File: src/rtl/mips_pkg.sv
// Shared types for the MIPS load/store unit: access sizes and LSU FSM states.
package mips_pkg;

   typedef enum logic [1:0] {
      BYTE  = 2'd0,
      HALF  = 2'd1,
      WORD  = 2'd2,
      DWORD = 2'd3
   } mem_size_t;

   typedef enum logic [1:0] {
      IDLE,
      READ_WAIT,
      WRITE,
      RESP
   } lsu_state_t;

endpackage

File: src/rtl/mem_lane_align.sv
// Byte-lane shifter: EXTRACT=0 places right-justified store data onto lanes,
// EXTRACT=1 pulls the selected lanes down and zero/sign-extends them.
module mem_lane_align
   import mips_pkg::*;
#(
   parameter int unsigned XLEN    = 32,
   parameter bit          EXTRACT = 1'b0
) (
   input  logic [XLEN-1:0]           data_in,
   input  mem_size_t                 size,
   input  logic [$clog2(XLEN/8)-1:0] offset,
   input  logic                      sign_ext,
   output logic [XLEN-1:0]           data_out,
   output logic [XLEN/8-1:0]         byte_en
);

   localparam int unsigned LANES = XLEN / 8;

   int unsigned nbytes;
   int unsigned off;
   logic        fill;

   always_comb begin
      data_out = '0;
      byte_en  = '0;
      fill     = 1'b0;
      nbytes   = 32'd1 << size;
      if (nbytes > LANES) nbytes = LANES;
      off = 32'(offset);

      if (EXTRACT) begin
         for (int unsigned k = 0; k < LANES; k++)
            if (k + 1 == off + nbytes) fill = sign_ext & data_in[8*k+7];
         for (int unsigned i = 0; i < LANES; i++) begin
            if (i < nbytes) begin
               for (int unsigned k = 0; k < LANES; k++)
                  if (k == i + off) data_out[8*i +: 8] = data_in[8*k +: 8];
            end else begin
               data_out[8*i +: 8] = {8{fill}};
            end
         end
      end else begin
         for (int unsigned i = 0; i < LANES; i++) begin
            if (i >= off && i < off + nbytes) begin
               byte_en[i] = 1'b1;
               for (int unsigned k = 0; k < LANES; k++)
                  if (k + off == i) data_out[8*i +: 8] = data_in[8*k +: 8];
            end
         end
      end
   end

endmodule

File: src/rtl/mips_lsu.sv
// Load/store unit between a MIPS core and a fixed-latency byte-lane memory.
// Optional macro MIPS_LSU_MISALIGN_EXC_EN: misaligned accesses fault instead of being aligned down.
module mips_lsu
   import mips_pkg::*;
#(
   parameter int unsigned XLEN        = 32,
   parameter int unsigned MEM_LATENCY = 2
) (
   input  logic                    clk,
   input  logic                    rst_b,
   input  logic                    req_valid,
   output logic                    req_ready,
   input  logic                    req_write,
   input  logic [1:0]              req_size,
   input  logic                    req_signed,
   input  logic [XLEN-1:0]         req_addr,
   input  logic [XLEN-1:0]         req_wdata,
   output logic                    resp_valid,
   output logic [XLEN-1:0]         resp_rdata,
   output logic                    resp_err,
   output logic                    stall,
   output logic [XLEN-1:0]         mem_addr,
   output logic [XLEN/8-1:0][7:0]  mem_data_out,
   input  logic [XLEN/8-1:0][7:0]  mem_data_in,
   output logic                    mem_write_en,
   output logic [XLEN/8-1:0]       mem_byte_en
);

   localparam int unsigned LANES = XLEN / 8;
   localparam int unsigned OFF_W = $clog2(LANES);

   lsu_state_t       state, state_next;
   mem_size_t        size_eff, op_size;
   logic             op_signed;
   logic [XLEN-1:0]  op_addr, op_wdata, load_result, store_data, load_data;
   logic [LANES-1:0] store_be, unused_load_be;
   logic [OFF_W-1:0] off_mask, req_off;
   logic [3:0]       wait_cnt;
   logic             accept, read_done, misalign_exc;

   assign accept    = req_valid && (state == IDLE);
   assign read_done = (state == READ_WAIT) && (wait_cnt == 4'(MEM_LATENCY));

   // Sizes wider than the bus collapse to full width; off_mask covers the bits natural alignment clears.
   always_comb begin
      size_eff = mem_size_t'(req_size);
      if (32'(req_size) > OFF_W) size_eff = mem_size_t'(2'(OFF_W));
      off_mask = '0;
      for (int unsigned i = 0; i < OFF_W; i++) off_mask[i] = (i < 32'(size_eff));
      req_off = req_addr[OFF_W-1:0] & ~off_mask;
   end

`ifdef MIPS_LSU_MISALIGN_EXC_EN
   logic op_err;

   assign misalign_exc = |(req_addr[OFF_W-1:0] & off_mask);

   always_ff @(posedge clk or posedge rst_b) begin
      if (rst_b)       op_err <= 1'b0;
      else if (accept) op_err <= misalign_exc;
   end

   assign resp_err = (state == RESP) && op_err;
`else
   assign misalign_exc = 1'b0;
   assign resp_err     = 1'b0;
`endif

   always_ff @(posedge clk or posedge rst_b) begin
      if (rst_b) state <= IDLE;
      else       state <= state_next;
   end

   always_comb begin
      state_next = state;
      case (state)
         IDLE: begin
            if (accept) begin
               if (misalign_exc)   state_next = RESP;
               else if (req_write) state_next = WRITE;
               else                state_next = READ_WAIT;
            end
         end
         READ_WAIT: if (read_done) state_next = RESP;
         WRITE:     state_next = RESP;
         RESP:      state_next = IDLE;
         default:   state_next = IDLE;
      endcase
   end

   always_ff @(posedge clk or posedge rst_b) begin
      if (rst_b) begin
         op_size     <= BYTE;
         op_signed   <= 1'b0;
         op_addr     <= '0;
         op_wdata    <= '0;
         wait_cnt    <= '0;
         load_result <= '0;
      end else begin
         if (accept) begin
            op_size     <= size_eff;
            op_signed   <= req_signed;
            op_addr     <= {req_addr[XLEN-1:OFF_W], req_off};
            op_wdata    <= req_wdata;
            wait_cnt    <= 4'd1;
            load_result <= '0;
         end else if (state == READ_WAIT) begin
            wait_cnt <= wait_cnt + 4'd1;
         end
         if (read_done) load_result <= load_data;
      end
   end

   mem_lane_align #(.XLEN(XLEN), .EXTRACT(1'b0)) u_store_align (
      .data_in  (op_wdata),
      .size     (op_size),
      .offset   (op_addr[OFF_W-1:0]),
      .sign_ext (1'b0),
      .data_out (store_data),
      .byte_en  (store_be)
   );

   mem_lane_align #(.XLEN(XLEN), .EXTRACT(1'b1)) u_load_align (
      .data_in  (mem_data_in),
      .size     (op_size),
      .offset   (op_addr[OFF_W-1:0]),
      .sign_ext (op_signed),
      .data_out (load_data),
      .byte_en  (unused_load_be)
   );

   assign req_ready    = (state == IDLE);
   assign stall        = (state != IDLE);
   assign resp_valid   = (state == RESP);
   assign resp_rdata   = resp_valid ? load_result : '0;
   assign mem_addr     = {op_addr[XLEN-1:OFF_W], {OFF_W{1'b0}}};
   assign mem_data_out = store_data;
   assign mem_write_en = (state == WRITE);
   assign mem_byte_en  = mem_write_en ? store_be : '0;

endmodule

File: config.mk
export PLATFORM = sky130hd
export DESIGN_NAME = mips_lsu
export DESIGN_NICKNAME = d
export VERILOG_FILES = /design/src/rtl/mips_pkg.sv /design/src/rtl/mem_lane_align.sv /design/src/rtl/mips_lsu.sv
export SDC_FILE = /design/constraint.sdc
export NUM_CORES = 1
export LEC_CHECK = 0
export ABC_AREA = 0
export BUFFER_PORTS_ARGS = -buffer_cell sky130_fd_sc_hd__buf_2
export CAP_MARGIN = 0
export CORE_ASPECT_RATIO = 0.5
export CORE_UTILIZATION = 56
export CTS_CLUSTER_DIAMETER = 50
export DETAILED_ROUTE_END_ITERATION = 8
export HOLD_SLACK_MARGIN = 0.05
export PLACE_DENSITY = 0.87
export SETUP_SLACK_MARGIN = 0.05
export SYNTH_ARGS = -nofsm -noshare
export SYNTH_HDL_FRONTEND = slang
export SYNTH_HIERARCHICAL = 1
export SYNTH_SLANG_ARGS = --single-unit
File: constraint.sdc
create_clock -name clk -period 6.5 [get_ports clk]
set_input_delay 0.65 -clock clk [delete_from_list [all_inputs] [get_ports clk]]
set_output_delay 0.65 -clock clk [all_outputs]
set_load 0.02 [all_outputs]
; After elaboration in Yosys (flattened, before gate mapping)
; Cells that the tools add are included.
[totals]
inputBits = 103
output_inout_bits = 105
register_bits = 105
[op_classes]
n_eq_ne = 34
order_cmp = 15
bitwise = 6
addsub = 5
reduce_logical = 14
shift = 1
n_mux = 60
[ops]
columns = op, count
row1 = 2-to-1 mux 8 bit, 40
row2 = "== test 2 x 32 -> 1 bit, first input constant", 8
row3 = "== test 32 x 2 -> 1 bit, second input constant", 6
row4 = "== test 1 x 32 -> 1 bit, first input constant", 4
row5 = zero test 32 bit, 4
row6 = "less-than comparator 1 x 32 -> 1 bit, first input constant", 4
row7 = "less-than comparator 2 x 32 -> 1 bit, first input constant", 4
row8 = 2-to-1 mux 32 bit, 4
row9 = "== test 32 x 1 -> 1 bit, second input constant", 3
row10 = adder 2 x 32 -> 32 bit, 1
row11 = "== test 3 x 32 -> 1 bit, first input constant", 1
row12 = "> comparator 32 x 3 -> 1 bit, second input constant", 1
row13 = "left shift 1 x 2 -> 32 bit, first input constant", 1
row14 = 2-to-1 mux 4 bit, 3
row15 = "== test 2 bit, second input constant", 4
row16 = 2-to-1 mux 1 bit, 8
row17 = 2-to-1 mux 2 bit, 4
row18 = case mux 2 bit (4 select lines), 1
row19 = "adder 2 x 2 -> 3 bit, first input constant", 2
row20 = nonzero test 2 bit, 3
row21 = logical AND 1 bit, 5
row22 = "adder 4 x 1 -> 4 bit, second input constant", 1
row23 = bitwise AND 1 bit, 4
row24 = "== test 2 x 1 -> 1 bit, second input constant", 2
row25 = 14 further kinds, 17

; Depth between registers and ports, before layout
[depth]
ltp_word = 11
depth_mapped = 10

; Cells and area by module
; The synthesis kept the hierarchy.
[modules_own_cells]
columns = mod, area_per_inst_um2, seq_area_each_um2, n_inst, cells_each
row1 = mips_lsu, 4654.5, 2627.5, 1, 396
row2 = mem_lane_align at u_load_align, 912.1, 0.0, 1, 122
row3 = mem_lane_align at u_store_align, 785.8, 0.0, 1, 103

; Worst setup path after synthesis
; OpenSTA, ideal clock, no wires.
[synth_path]
path_type = register -> output
startpoint = reg op_addr[1]
endpoint = out mem_data_out[24] (netlist name)
arrival_ns = 2.283
setup_slack_ns = 3.567
path_buffers = 0
stages_incl_launch_ff = 6
cell_sequence = dfrtp_1 -> clkinv_1 -> fa_1 -> nand2b_1 -> o31ai_4 -> a211oi_1
[synth_lines]
columns = item, line_no
row1 = start: declaration, mips_lsu.sv:35  ; logic [XLEN-1:0] op_addr, op_wdata, load_result, store_data, load_data;
row2 = start signal: assignment, mips_lsu.sv:103  ; op_addr <= {req_addr[XLEN-1:OFF_W], req_off};
row3 = end: declaration, mips_lsu.sv:23  ; output logic [XLEN/8-1:0][7:0] mem_data_out,

; Final worst setup path
[layout_path]
startpoint = reg op_addr[0]
endpoint = out mem_byte_en[1]
[layout_via]
elab_chain_len = 5
word_cells_on_any_way = 6
cone_classes = 1 x add/sub / 2 x order compare / 2 x mux / 1 x reduce/logical
[layout_rtl]
columns = item, line_no
row1 = adder 2 x 32 -> 32 bit, mem_lane_align.sv:44  ; if (i >= off && i < off + nbytes) begin
row2 = less-than comparator 1 x 32 -> 1 bit, mem_lane_align.sv:44
row3 = logical AND 1 bit *, mem_lane_align.sv:44
row4 = 2-to-1 mux 1 bit *, mem_lane_align.sv:44
row5 = via store_be[1], mips_lsu.sv:36  ; logic [LANES-1:0] store_be, unused_load_be;
row6 = 2-to-1 mux 4 bit *, mips_lsu.sv:139  ; assign mem_byte_en = mem_write_en ? store_be : '0;
row7 = end: declaration, mips_lsu.sv:26  ; output logic [XLEN/8-1:0] mem_byte_en
; Mark *: on every way through the listed nets, which the timed path passes. The rest lies on a longest branch.

==> impl_results.rst <==
.. list-table::
   :header-rows: 1

   * - Metric
     - Value
   * - Result of the run
     - complete, but fails checks
   * - Violated checks
     - design-rule violations
   * - Switching power summed over all nets
     - 1.76 mW
   * - Die outline area
     - 11700 um^2
   * - Static leakage
     - 3.55 nW
   * - Average instance area after synthesis
     - 10.3 um^2
   * - Vias
     - 5028
   * - Overall power consumption
     - 3.90 mW
   * - Layout Cell Area excl Fill
     - 7340 um^2
   * - Fin Clk Skew
     - 0.00966 ns
   * - Reg2Reg Depth
     - 8
   * - Critical path type
     - reg -> out
   * - Switching power share of the total
     - 45.1%
   * - DRC violation count after routing
     - 10
   * - Final routed wirelength across all metal layers
     - 14500 um
   * - Slowest Stage Delay on Critical Path
     - 0.77 ns
   * - Max-cap violation count
     - 0
   * - Average vias per placed instance
     - 5.54
   * - Die width
     - 152 um
   * - Clock transition time at the flip-flop clock pins of the worst setup and hold paths
     - 0.07 ns
   * - Total negative slack
     - 0 ns
   * - Slowest cell on the critical path
     - sky130_fd_sc_hd__dfrtp_2
   * - Minimum period implied by the final worst setup slack
     - 4.26 ns
   * - Final-report max-slew violation count
     - 0
   * - Maximum VDD drop
     - 0.354 mV
   * - Boundary Pins
     - 208
   * - Dpl hpwl
     - 10400 um
   * - Worst setup slack after placement
     - 2.52 ns
   * - Detailed-routing iteration count for the pre-antenna-repair pass
     - 7
   * - Final GP Congestion
     - 0.935
   * - Synthesis-to-layout area growth
     - 16.2%
   * - Maximum number of pins on one net before global-route repair
     - 74
   * - Max Freq
     - 235 MHz
   * - Average routed wire per standard cell
     - 16.0 um
   * - Worst slack on hold paths
     - 0.301 ns
   * - P_int
     - 2.14 mW
   * - Largest fanout on the critical path
     - 39
   * - Number of antenna diodes
     - 0
   * - Cell with the most instances on the worst path
     - sky130_fd_sc_hd__inv_1
   * - Part of the cycle the worst path needs
     - 65.5%
   * - Number of sinks handled by clock tree synthesis
     - 105
   * - Final number of hold-violating endpoints
     - 0
   * - Number of failing setup endpoints in the final timing report
     - 0
   * - Number of cells after detailed placement
     - 892
   * - Antenna violations before repair
     - 0
   * - Global route total overflow
     - 0
   * - Final WS setup
     - 2.24 ns
   * - Via count of the first global-routing pass
     - 4887
   * - PD cells
     - 531 nW/um^2
   * - Number of buffers between clock root and the deepest sink
     - 2
   * - Gate power share
     - 55.4%
   * - H-tree depth
     - 3
   * - Post-CTS Setup Inserts
     - 0
   * - Clock root buffer
     - sky130_fd_sc_hd__clkbuf_16
   * - Number of DRC violations after detailed-routing iteration 0
     - 307
   * - Fraction of layout instances using a drive strength above 1
     - 43.2%
   * - # port buffers
     - 204
   * - Post-Synthesis Cells
     - 616
   * - Clock network power share
     - 13.3%
   * - Proportion of power drawn by flip-flops and latches
     - 31.3%
   * - Core area
     - 10600 um^2
   * - Fin util
     - 69.4%
   * - Number of buffers inserted during clock tree synthesis
     - 9
   * - List of cells traversed by the critical path
     - buf_4, ha_1, inv_1, fa_1, or3b_4, o221ai_4, inv_1, and2_1, buf_2
   * - Ys Warns
     - 6
   * - Critical path endpoint category
     - output port
   * - Number of routed nets with antenna violations
     - 0
   * - Type of element launching the critical path
     - flip-flop
   * - Core Rows
     - 26
   * - Number of gates resized after cts
     - 0
   * - Data required time at the worst endpoint
     - 5.85 ns
   * - RSZ-0062 raised after global routing
     - false
   * - Reg-to-reg startpoint
     - op_size[1]$_DFFE_PP0P_
   * - Total of hold buffers inserted after clock tree synthesis
     - 0
   * - Initial standard-cell utilization of the core
     - 59.8%
   * - Relative max-transition margin
     - 29.3%
   * - Later-pin clock latency in the skew report
     - 0.34 ns
   * - Global router's overall resource usage
     - 25.3%
   * - Min-Delay Path Class
     - in -> async
   * - Area of the mapped netlist
     - 6320 um^2
   * - Worst reg2reg endpoint
     - load_result[17]$_DFFE_PP0P_
   * - CTS tree
     - yes
   * - Filler-free cell count of the finished design
     - 908
   * - Minimum setup slack among reg-to-reg paths
     - 2.49 ns
   * - Global-route wire length before repair
     - 23800 um
   * - Count of nets after finishing
     - 878
   * - Signal arrival time at the worst endpoint
     - 3.61 ns
   * - Chip Height
     - 77.1 um
   * - Least-Margin Pin Slew
     - 1.06 ns
   * - DP Area
     - 7060 um^2
[per-layer routing]
metal,up-vias,track usage (%),part of all wire (%),wire length [um]
met5,-,0,0,0
met1,2421,32.7,43,6200
met3,19,4.92,6.1,885
met4,0,8.78,1.8,261
met2,188,42.8,49,7170
li1,2400,-,-,-
[registers in the layout, indices dropped and copies added (netlist names)]
| register | flops |
|---|---|
| state | 2 |
| wait_cnt | 4 |
| op_addr | 32 |
| op_size | 2 |
| load_result | 32 |
| op_wdata | 32 |
| op_signed | 1 |
[critical path, delay by kind of cell, from the launching register on]
kind / cells / cell delay [ns]
and+or+nand+nor: 2 / 0.56
AOI/OAI and AO/OA: 1 / 0.34
buffers and inverters: 4 / 0.78
DFF: 1 / 0.77
adders and majority gates: 2 / 0.82
[power by group through the flow]
stage | logic, mW | clock network (mW) | registers, mW
5_1_grt | 2.35 | 0.555 | 1.27
2_1_floorplan | 1.84 | 0 | 1.12
4_1_cts | 2.16 | 0.529 | 1.22
6_report | 2.16 | 0.518 | 1.22
3_5_place_dp | 2.15 | 0 | 1.23
3_3_place_gp | 2.09 | 0 | 1.21
[layout by cell type (no fill, tap or decap), types with 2 or more instances in the layout]
cell type / count
sky130_fd_sc_hd__buf_2: 204
sky130_fd_sc_hd__dfrtp_1: 104
sky130_fd_sc_hd__nand2_1: 96
sky130_fd_sc_hd__mux2_2: 86
sky130_fd_sc_hd__o21ai_0: 44
sky130_fd_sc_hd__and2_1: 44
sky130_fd_sc_hd__mux2i_1: 21
sky130_fd_sc_hd__a211oi_1: 16
sky130_fd_sc_hd__nor2_1: 13
sky130_fd_sc_hd__nor2b_1: 12
sky130_fd_sc_hd__o211ai_2: 12
sky130_fd_sc_hd__a21oi_1: 11
sky130_fd_sc_hd__inv_1: 10
sky130_fd_sc_hd__ha_1: 10
sky130_fd_sc_hd__a221oi_1: 9
sky130_fd_sc_hd__nor3_1: 9
sky130_fd_sc_hd__clkbuf_16: 9
sky130_fd_sc_hd__a22oi_1: 6
sky130_fd_sc_hd__nand2b_1: 4
sky130_fd_sc_hd__buf_4: 4
sky130_fd_sc_hd__o211ai_1: 4
sky130_fd_sc_hd__xor2_1: 3
sky130_fd_sc_hd__conb_1: 3
sky130_fd_sc_hd__inv_6: 2
sky130_fd_sc_hd__fa_1: 2
sky130_fd_sc_hd__o22a_1: 2
[worst max-delay path by stage]
stage                                      start                     endpoint  slack [ns]  cells after the start
after detailed placement  op_size[1]$_DFFE_PP0P_  load_result[26]$_DFFE_PP0P_        2.52                      8
after global routing      op_addr[0]$_DFFE_PP0P_               mem_byte_en[1]        2.07                      9
after CTS                 op_addr[0]$_DFFE_PP0P_               mem_byte_en[1]        2.24                      9
final                     op_addr[0]$_DFFE_PP0P_               mem_byte_en[1]        2.24                      9
after floorplan                            rst_b   load_result[0]$_DFFE_PP0P_        3.09                      1
after global placement    op_size[1]$_DFFE_PP0P_  load_result[31]$_DFFE_PP0P_        2.67                      8
[layout make-up]
type | instances | area (um^2)
fill | 838 | 3230
multi-input combinational | 427 | 3160
sequential | 105 | 2630
timing repair buffer | 208 | 1050
clock buffer | 11 | 243
tap | 140 | 175
inverter | 12 | 47.5
clock inverter | 5 | 38.8
Power figures use the tool's default switching activity.
